==> src/rtl/fsm_check_ctrl_if.sv <==
// fsm_check_ctrl_if: run control, detector stimulus/response and result bundle for the self-check sequencer
interface fsm_check_ctrl_if #(parameter int PAT_LEN = 16, parameter int CNT_W = 8);
  logic start;
  logic [PAT_LEN-1:0] pattern;
  logic q_mealy;
  logic q_moore;
  logic x;
  logic fsm_reset;
  logic busy;
  logic done;
  logic [CNT_W-1:0] err_count;
  logic pass;
  modport master (output start, pattern, q_mealy, q_moore, input x, fsm_reset, busy, done, err_count, pass);
  modport slave (input start, pattern, q_mealy, q_moore, output x, fsm_reset, busy, done, err_count, pass);
endinterface

==> src/rtl/fsm_check_ctrl.sv <==
// fsm_check_ctrl: Mealy/Moore detector self-check sequencer; FSM_CHECK_STOP_ON_ERR_EN ends a run at the first mismatch
module fsm_check_ctrl #(
  parameter int PAT_LEN = 16,
  parameter int CNT_W = 8
) (
  input logic clk,
  input logic reset,
  fsm_check_ctrl_if.slave bus
);
  localparam int IW = $clog2(PAT_LEN);
  typedef enum logic [2:0] {IDLE, LOAD, DRIVE, FLUSH, DONE} state_t;
  state_t state_q, state_d;
  logic [PAT_LEN-1:0] sr_q, sr_d;
  logic [IW-1:0] idx_q, idx_d;
  logic [CNT_W-1:0] err_q, err_d;
  logic x_q, x_d;
  logic fsm_reset_q, fsm_reset_d;
  logic mealy_dly_q, mealy_dly_d;
  logic pass_q, pass_d;
  logic last, cmp, mism;
  always_ff @(posedge clk) begin
    if (reset) begin
      state_q <= IDLE;
      sr_q <= '0;
      idx_q <= '0;
      err_q <= '0;
      x_q <= 1'b0;
      fsm_reset_q <= 1'b1;
      mealy_dly_q <= 1'b0;
      pass_q <= 1'b0;
    end else begin
      state_q <= state_d;
      sr_q <= sr_d;
      idx_q <= idx_d;
      err_q <= err_d;
      x_q <= x_d;
      fsm_reset_q <= fsm_reset_d;
      mealy_dly_q <= mealy_dly_d;
      pass_q <= pass_d;
    end
  end
  // The Moore output trails the Mealy output by one cycle, so it is compared against the delayed Mealy sample
  assign last = idx_q == IW'(PAT_LEN - 1);
  assign cmp = (state_q == DRIVE && idx_q != '0) || state_q == FLUSH;
  assign mism = cmp && (bus.q_moore != mealy_dly_q);
  always_comb begin
    state_d = state_q == IDLE  ? (bus.start ? LOAD : IDLE)
            : state_q == LOAD  ? DRIVE
            : state_q == DRIVE ? (last ? FLUSH : DRIVE)
            : state_q == FLUSH ? DONE
            : IDLE;
`ifdef FSM_CHECK_STOP_ON_ERR_EN
    if (mism) state_d = DONE;
`endif
  end
  // x is precomputed from the next shift-register value so it leaves a flop in step with the state
  always_comb begin
    sr_d = state_q == LOAD ? bus.pattern : state_q == DRIVE ? sr_q >> 1 : sr_q;
    idx_d = state_q == LOAD ? '0 : state_q == DRIVE ? idx_q + IW'(1) : idx_q;
    mealy_dly_d = state_q == LOAD ? 1'b0 : state_q == DRIVE ? bus.q_mealy : mealy_dly_q;
    err_d = state_q == LOAD ? '0 : (mism && err_q != '1) ? err_q + CNT_W'(1) : err_q;
    pass_d = state_q == LOAD ? 1'b0 : state_d == DONE ? err_d == '0 : pass_q;
    x_d = state_d == DRIVE && sr_d[0];
    fsm_reset_d = state_d == LOAD;
  end
  always_comb begin
    bus.busy = state_q == LOAD || state_q == DRIVE || state_q == FLUSH;
    bus.done = state_q == DONE;
    bus.x = x_q;
    bus.fsm_reset = fsm_reset_q;
    bus.err_count = err_q;
    bus.pass = pass_q;
  end
endmodule

==> src/flat_wrapper.sv <==
// flat-port wrapper written by rule: the top's interface ports become plain ports
module fsm_check_ctrl_flat 
#(
  parameter int PAT_LEN = 16,
  parameter int CNT_W = 8
)
  (clk, reset, bus_start, bus_pattern, bus_q_mealy, bus_q_moore, bus_x, bus_fsm_reset, bus_busy, bus_done, bus_err_count, bus_pass);
  fsm_check_ctrl_if #(.PAT_LEN(PAT_LEN), .CNT_W(CNT_W)) bus_i ();
  input logic clk;
  input logic reset;
  input wire logic [$bits(bus_i.start)-1:0] bus_start;
  input wire logic [$bits(bus_i.pattern)-1:0] bus_pattern;
  input wire logic [$bits(bus_i.q_mealy)-1:0] bus_q_mealy;
  input wire logic [$bits(bus_i.q_moore)-1:0] bus_q_moore;
  output wire logic [$bits(bus_i.x)-1:0] bus_x;
  output wire logic [$bits(bus_i.fsm_reset)-1:0] bus_fsm_reset;
  output wire logic [$bits(bus_i.busy)-1:0] bus_busy;
  output wire logic [$bits(bus_i.done)-1:0] bus_done;
  output wire logic [$bits(bus_i.err_count)-1:0] bus_err_count;
  output wire logic [$bits(bus_i.pass)-1:0] bus_pass;
  assign bus_i.start = bus_start;
  assign bus_i.pattern = bus_pattern;
  assign bus_i.q_mealy = bus_q_mealy;
  assign bus_i.q_moore = bus_q_moore;
  assign bus_x = bus_i.x;
  assign bus_fsm_reset = bus_i.fsm_reset;
  assign bus_busy = bus_i.busy;
  assign bus_done = bus_i.done;
  assign bus_err_count = bus_i.err_count;
  assign bus_pass = bus_i.pass;
  fsm_check_ctrl #(.PAT_LEN(PAT_LEN), .CNT_W(CNT_W)) u_core (.clk(clk), .reset(reset), .bus(bus_i));
endmodule
==> config.mk <==
export PLATFORM = sky130hd
export DESIGN_NAME = fsm_check_ctrl_flat
export DESIGN_NICKNAME = d
export VERILOG_FILES = /design/src/rtl/fsm_check_ctrl_if.sv /design/src/rtl/fsm_check_ctrl.sv /design/src/flat_wrapper.sv
export SDC_FILE = /design/constraint.sdc
export NUM_CORES = 1
export LEC_CHECK = 0
export CAP_MARGIN = 20
export CORE_MARGIN = 1
export CORE_UTILIZATION = 30
export CTS_BUF_LIST = sky130_fd_sc_hd__clkbuf_4 sky130_fd_sc_hd__clkbuf_8
export DETAILED_ROUTE_END_ITERATION = 10
export HOLD_SLACK_MARGIN = 0.15
export PLACE_DENSITY = 0.51
export SYNTH_ARGS = -nofsm -noshare
export SYNTH_HDL_FRONTEND = slang
export SYNTH_SLANG_ARGS = --single-unit
==> constraint.sdc <==
create_clock -name clk -period 2.1 [get_ports clk]
set_input_delay 0.42 -clock clk [delete_from_list [all_inputs] [get_ports clk]]
set_output_delay 0.42 -clock clk [all_outputs]
set_load 0.005 [all_outputs]
==> flow_metrics.env, run 1 <==
export IMPL_status="completed"
export IMPL_antenna_cells=0
export IMPL_slew_viol_final=0
export IMPL_criticalPathCategory="flop to primary output"
export IMPL_ys_seq_area_frac=0.4406
export IMPL_final_seq_area_um2=700.7
export IMPL_peakVddDrop_uv=381.0
export IMPL_clockBufferDepth=2
export IMPL_cp_max_fo=5
export IMPL_hold_class="flop to flop"
export IMPL_synthCells=186
export IMPL_holdPathEnd="u_core.sr_q[13]$_SDFFE_PP0P_"
export IMPL_fin_nets=260
export IMPL_overflow=0
export IMPL_critical_path_max_stage_delay_ps=490
export IMPL_fp_row_count=26
export IMPL_reg2reg_from="u_core.idx_q[0]$_SDFFE_PP0N_"
export IMPL_timing_slew_headroom=0.6212
export IMPL_synthToLayoutAreaGrowth_pct=41.94
export IMPL_synth_edff_count=0
export IMPL_clkSinkCount=35
export IMPL_ioPinCount=34
export IMPL_fin_crit_ps=2009
export IMPL_fmax_ghz=0.4978
export IMPL_antenna_found_initial=0
export IMPL_htreeDepth=2
export IMPL_routedWlPerCell_um=12.39
export IMPL_r2r_setup_slack_ps=100
export IMPL_max_cap_viol_count=0
export IMPL_grt_max_degree=22
export IMPL_post_cts_buffers=0
export IMPL_drcViolationCount=0
export IMPL_tightestPinTransition_ps=568.3
export IMPL_globalplace_congestion=0.8621
export IMPL_cts_tree="yes"
export IMPL_port_buffers=33
export IMPL_ys_warn_count=0
export IMPL_grt_usage=0.1478
export IMPL_syn_avg_cell_area_um2=8.550
export IMPL_ant_nets=0
export IMPL_min_period_over_period=0.9565
export IMPL_ys_ff_latch=35
export IMPL_dp_cells=298
export IMPL_finClkSkew_ps=4.632
export IMPL_final_hold_viol_count=0
export IMPL_finalNonFillerCells=307
export IMPL_crit_chain="buf_4 > nor2_1 > and2_1 > clkdlybuf4s50_1"
export IMPL_nFillCells=527
export IMPL_min_path_cells=2
export IMPL_post_dp_hpwl_um=2714
export IMPL_ctsHoldBuffers=0
export IMPL_vias=1509
export IMPL_syn_cell_area_mm2=0.001590
export IMPL_hp_start="u_core.sr_q[13]$_SDFFE_PP0P_"
export IMPL_numCtsBuffers=5
export IMPL_grt_pass1_vias=1384
export IMPL_worst_slack_ps=91.26
export IMPL_end_kind="primary output"
export IMPL_cp_start_kind="flop"
export IMPL_coreArea_mm2=0.005107
export IMPL_post_route_cells_drive_above_1_share=0.1435
export IMPL_critPathSlowestCell="clkdlybuf4s50_1"
export IMPL_die_y_um=74.81
export IMPL_dieArea_mm2=0.005596
export IMPL_cp_data_arrival_time_ps=1590
export IMPL_dp_slack_ps=-155.6
export IMPL_async_flop_share=0
export IMPL_grt_pass1_wl_um=6216
export IMPL_routed_wl_um=3805
export IMPL_root_buffer="clkbuf_8"
export IMPL_multiInputGateArea_um2=848.3
export IMPL_p_leak_nw=0.7788
export IMPL_synth_ff_type="dfxtp_1"
export IMPL_cellPowerDensity_mw_per_mm2=719.8
export IMPL_drtIter0Drc=63
export IMPL_start_util=0.3114
export IMPL_avgViaCountPerCell=4.915
export IMPL_reg2regPathDepth=7
export IMPL_r2r_end="u_core.bus.pass$_SDFFE_PP0N_"
export IMPL_synth_cell_types=39
export IMPL_die_w_um=74.81
export IMPL_rsz0062_at_grt="false"
export IMPL_firstDrtPassIters=4
export IMPL_clk_pin_slew_ps=70
export IMPL_post_cts_resize_count=0
export IMPL_synth_nets=210
export IMPL_crit_required_ps=1680
export IMPL_setup_viol=0
export IMPL_insertion_delay_ps=290
==> synth_stat cells, types with 2 or more instances <==
master	instances	area share
or3_1	2	0.0079
ha_1	3	0.024
mux2i_1	2	0.013
nor3b_1	2	0.0094
inv_1	3	0.0071
o21ai_0	4	0.013
nand2_1	22	0.052
or2_2	2	0.0079
nand2b_1	4	0.016
xor2_1	2	0.011
nand4_1	2	0.0079
dfxtp_1	35	0.44
nand3_1	5	0.016
a21oi_1	20	0.063
nor3_1	7	0.022
a22oi_1	15	0.071
o31ai_1	2	0.0094
clkbuf_1	7	0.017
nand3b_1	2	0.0094
xnor2_1	5	0.028
nor2_1	21	0.050
a311oi_1	2	0.011
==> placed cells by master, fill, tap and decap left out, types with 2 or more instances in the layout <==
cell and count:
nor2_1 21, ha_1 3, nand2_1 22, xor2_1 2
dfxtp_1 35, o31ai_1 2, nor3b_1 2, mux2i_1 2
nand3_1 5, clkdlybuf4s50_1 33, xnor2_1 5, buf_4 19
nand2b_1 4, a311oi_1 2, inv_1 3, o21ai_0 4
bufinv_16 2, nor3_1 7, clkbuf_8 5, a22oi_1 15
a21oi_1 20, nand3b_1 2, nand4_1 2, or2_2 2
==> how the worst max path moves through the flow <==
stage / startpoint / end / slack (ps) / depth (start not counted)
final: u_core.state_q[0]$_SDFF_PP0_ / bus_done / 90 / 4
after global routing: u_core.idx_q[0]$_SDFFE_PP0N_ / u_core.bus.pass$_SDFFE_PP0N_ / 20 / 7
after CTS: u_core.idx_q[0]$_SDFFE_PP0N_ / u_core.bus.err_count[1]$_SDFF_PP0_ / 60 / 9
after detailed placement: bus_q_moore / u_core.bus.err_count[1]$_SDFF_PP0_ / -160 / 8
after global placement: bus_q_moore / u_core.bus.pass$_SDFFE_PP0N_ / -140 / 6
after floorplan: u_core.idx_q[0]$_SDFFE_PP0N_ / u_core.bus.pass$_SDFFE_PP0N_ / 50 / 8
==> worst max-delay path, delay by kind of cell, from the launching register on <==
| kind | cells | cell delay [ps] |
|---|---|---|
| simple gates | 2 | 300 |
| flops | 1 | 350 |
| buf+inv | 2 | 650 |
==> layout make-up <==
cell class | instances | area share
Clock buffer | 6 | 0.03381
Clock inverter | 2 | 0.02661
Multi-Input combinational cell | 139 | 0.3758
Tap cell | 70 | 0.03880
Timing Repair Buffer | 52 | 0.2095
Sequential cell | 35 | 0.3104
Inverter | 3 | 0.004989
==> registers in the layout, indices dropped and copies added, names as in the netlist <==
register and flops:
u_core.sr_q 16, u_core.bus.err_count 8, u_core.idx_q 4, u_core.state_q 3, u_core.bus.fsm_reset 1, u_core.bus.pass 1
u_core.bus.x 1, u_core.mealy_dly_q 1
==> metrics by stage <==
step                TNS, ps  hold slack [ps]  area [um2]    util  power [mW]
CTS                       0            458.5        2245  0.4395       1.643
global route              0            477.9        2257  0.4419       1.686
detailed placement   -501.2            447.5        2108  0.4128      0.8971
finish                    0            456.6        2257  0.4419       1.625
global placement     -562.3            443.2        2108  0.4128      0.8984
floorplan                 0            436.0        1590       -      0.8101
==> routing by layer <==
layer	routed length, um	global-route usage	up-vias	share of wire
met5	0	0	-	0
met4	72	0.07547	0	0.019
met3	152	0.03882	8	0.040
met2	1695	0.2262	35	0.45
met1	1884	0.1919	695	0.50
li1	-	-	771	-
==> cell families after synthesis <==
kind of cell,after synthesis,share of synthesized area
adder cells (fa/ha/maj),3,0.02361
AND/OR/NAND/NOR,78,0.2533
buffers and inverters,12,0.02911
flip-flops,35,0.4406
AO/OA/AOI/OAI,48,0.1951
XOR/XNOR,7,0.03855
multiplexers,3,0.01967
==> report_power, final <==
group / internal [mW] / switching [mW]
clock network: 0.488 / 0.252
logic: 0.0933 / 0.0875
registers: 0.690 / 0.0141
No activity file was read; power rests on OpenSTA's default activity.
==> inputs of run 2 (changes only) <==
--- a/config.mk
+++ b/config.mk
@@ -7,11 +7,12 @@
 export LEC_CHECK = 0
 export CAP_MARGIN = 20
 export CORE_MARGIN = 1
-export CORE_UTILIZATION = 30
+export CORE_UTILIZATION = 35
 export CTS_BUF_LIST = sky130_fd_sc_hd__clkbuf_4 sky130_fd_sc_hd__clkbuf_8
+export CTS_CLUSTER_SIZE = 16
 export DETAILED_ROUTE_END_ITERATION = 10
 export HOLD_SLACK_MARGIN = 0.15
-export PLACE_DENSITY = 0.51
+export PLACE_DENSITY = 0.58
 export SYNTH_ARGS = -nofsm -noshare
 export SYNTH_HDL_FRONTEND = slang
 export SYNTH_SLANG_ARGS = --single-unit
==> run 2 against run 1 <==
Utilization up 5.9 points. Worst hold slack about the same. Global-route usage up 2.6 points. Sequential share of layout area up 1.1 points. Register-to-register slack about the same. Critical path depth up 2. Critical path type is now input pin to flop. Largest power group is now sequential cells.
==> flow_metrics.env, run 2 (same netlist as run 1, synthesis figures left out) <==
export IMPL_status="completed"
export IMPL_clockBufferDepth=2
export IMPL_seqPwrFrac=0.518
export IMPL_globalplace_congestion=0.7811
export IMPL_fin_crit_ps=2011
export IMPL_crit_required_ps=2260
export IMPL_critPathSlowestCell="or4_1"
export IMPL_placed_area_mm2=0.002078
export IMPL_grt_max_degree=20
export IMPL_finClkSkew_ps=7.766
export IMPL_start_util=0.3652
export IMPL_cellPowerDensity_mw_per_mm2=623.9
export IMPL_peakVddDrop_uv=455.3
export IMPL_overflow=0
export IMPL_post_dp_hpwl_um=3020
export IMPL_regMostFlops="u_core.sr_q"
export IMPL_routed_wl_um=4038
export IMPL_die_y_um=69.41
export IMPL_setup_viol=0
export IMPL_cp_start_kind="input pin"
export IMPL_end_kind="flop"
export IMPL_antenna_found_initial=0
export IMPL_cp_data_arrival_time_ps=2170
export IMPL_fp_row_count=24
export IMPL_grt_pass1_vias=1495
export IMPL_fin_nets=258
export IMPL_finalNonFillerCells=287
export IMPL_worst_slack_ps=88.54
export IMPL_p_leak_nw=0.7548
export IMPL_coreArea_mm2=0.004354
export IMPL_fmax_ghz=0.4972
export IMPL_timing_hold_ws_ps=456.3
export IMPL_largest_reg_flops=16
export IMPL_max_cap_viol_count=0
export IMPL_drcViolationCount=0
export IMPL_port_buffers=33
export IMPL_root_buffer="clkbuf_8"
export IMPL_final_hold_viol_count=0
export IMPL_critical_path_max_stage_delay_ps=550
export IMPL_clkSinkCount=35
export IMPL_cp_max_fo=4
export IMPL_power_switching_mw=0.3493
export IMPL_p_int_mw=1.011
export IMPL_min_period_over_period=0.9578
export IMPL_drtIter0Drc=42
export IMPL_slew_viol_final=0
export IMPL_criticalPathCategory="input pin to flop"
export IMPL_tightestPinTransition_ps=570.2
export IMPL_clk_pin_slew_ps=70
export IMPL_cts_tree="yes"
export IMPL_most_common_layout_cells="dfxtp_1 (35), clkdlybuf4s50_1 (33), nand2_1 (22)"
export IMPL_die_w_um=69.41
export IMPL_cp_top_family="simple AND/OR/NAND/NOR gates"
export IMPL_pwr_share_comb=0.137
export IMPL_post_cts_buffers=0
export IMPL_post_route_cells_drive_above_1_share=0.1447
export IMPL_routedWlPerCell_um=14.07
export IMPL_grt_usage=0.1737
export IMPL_cp_num_buf_inv=1
export IMPL_layout_commonest_cell="dfxtp_1"
export IMPL_crit_chain="clkdlybuf4s50_1 > xnor2_1 > or3_4 > or4_1 > o311ai_1 > o31ai_1"
export IMPL_antenna_cells=0
export IMPL_fin_area_mm2=0.002180
export IMPL_numCtsBuffers=5
export IMPL_timing_slew_headroom=0.6199
export IMPL_dp_slack_ps=-232.9
export IMPL_insertion_delay_ps=280
export IMPL_avgViaCountPerCell=5.380
export IMPL_power_frac_clock=0.346
export IMPL_firstDrtPassIters=4
export IMPL_hold_class="flop to flop"
export IMPL_dieArea_mm2=0.004817
export IMPL_ioPinCount=34
export IMPL_dp_cells=279
export IMPL_switching_share=0.2568
export IMPL_grt_pass1_wl_um=6658
export IMPL_rsz0062_at_grt="false"
export IMPL_vias=1544
export IMPL_synthToLayoutAreaGrowth_pct=37.06
export IMPL_htreeDepth=2
export IMPL_ant_nets=0
[run 2: cell count changes in the layout (fill, tap and decap cells not counted)]
cell       previous run  this run
o41ai_1               1         0
nor3_1                7         6
o41ai_2               0         1
bufinv_16             2         0
clkbuf_4              1         0
clkinv_2              0         3
buf_4                19        17
nor3_2                0         1
[run 2: metrics by stage]
step	TNS, ps	power, mW	utilization
3_5_place_dp	-487.2	0.9010	0.4773
6_report	0	1.360	0.5006
2_1_floorplan	0	0.8101	-
3_3_place_gp	-301.7	0.8962	0.4773
4_1_cts	0	1.370	0.4966
5_1_grt	0	1.415	0.5006
[run 2: area by class of cell]
cell class	instances	area, um2
clock buffer	5	68.82
clock inverter	3	15.01
fill	428	2175
inverter	3	11.26
multi-input combinational	139	860.8
sequential	35	700.7
tap	52	65.06
timing repair buffer	50	457.9
[run 2: routing by layer]
| layer | part of all wire | track usage | up-vias |
|---|---|---|---|
| met3 | 0.045 | 0.03779 | 10 |
| met5 | 0 | 0 | - |
| met1 | 0.42 | 0.1908 | 730 |
| met2 | 0.51 | 0.3118 | 37 |
| met4 | 0.025 | 0.08844 | 0 |
| li1 | - | - | 767 |
[run 2: power by group through the flow]
stage | Sequential, mW | Combinational (mW) | Clock, mW
final | 0.704 | 0.186 | 0.470
after global routing | 0.707 | 0.203 | 0.505
after CTS | 0.704 | 0.183 | 0.483
after detailed placement | 0.719 | 0.182 | 0
after global placement | 0.718 | 0.178 | 0
after floorplan | 0.719 | 0.0914 | 0
[run 2: final timing paths]
path / from / to / slack [ps] / cells after the start
worst min register to register: u_core.sr_q[13]$_SDFFE_PP0P_ / u_core.sr_q[13]$_SDFFE_PP0P_ / 460 / 2
worst min-delay path: u_core.sr_q[13]$_SDFFE_PP0P_ / u_core.sr_q[13]$_SDFFE_PP0P_ / 460 / 2
worst max-delay path: bus_q_moore / u_core.bus.pass$_SDFFE_PP0N_ / 90 / 6
worst max register to register: u_core.idx_q[0]$_SDFFE_PP0N_ / u_core.bus.pass$_SDFFE_PP0N_ / 110 / 7
[run 2: repair_timing]
| item | CTS | global route |
|---|---|---|
| resized for setup | 0 | 3 |
| endpoints found under the setup margin | 0 | 1 |
| hold buffers | 0 | 0 |
[run 2: worst min-delay path, stage by stage (launching register included)]
cell and delay [ps]:
dfxtp_1 310, nand2_1 50, a21oi_1 50
==> inputs of run 3 (changes only) <==
--- a/config.mk
+++ b/config.mk
@@ -5,6 +5,7 @@
 export SDC_FILE = /design/constraint.sdc
 export NUM_CORES = 1
 export LEC_CHECK = 0
+export ABC_CLOCK_PERIOD_IN_PS = 2100
 export CAP_MARGIN = 20
 export CORE_MARGIN = 1
 export CORE_UTILIZATION = 35
==> results of run 3 <==
No change in the layout: final DEF, timing and power equal those of run 2.
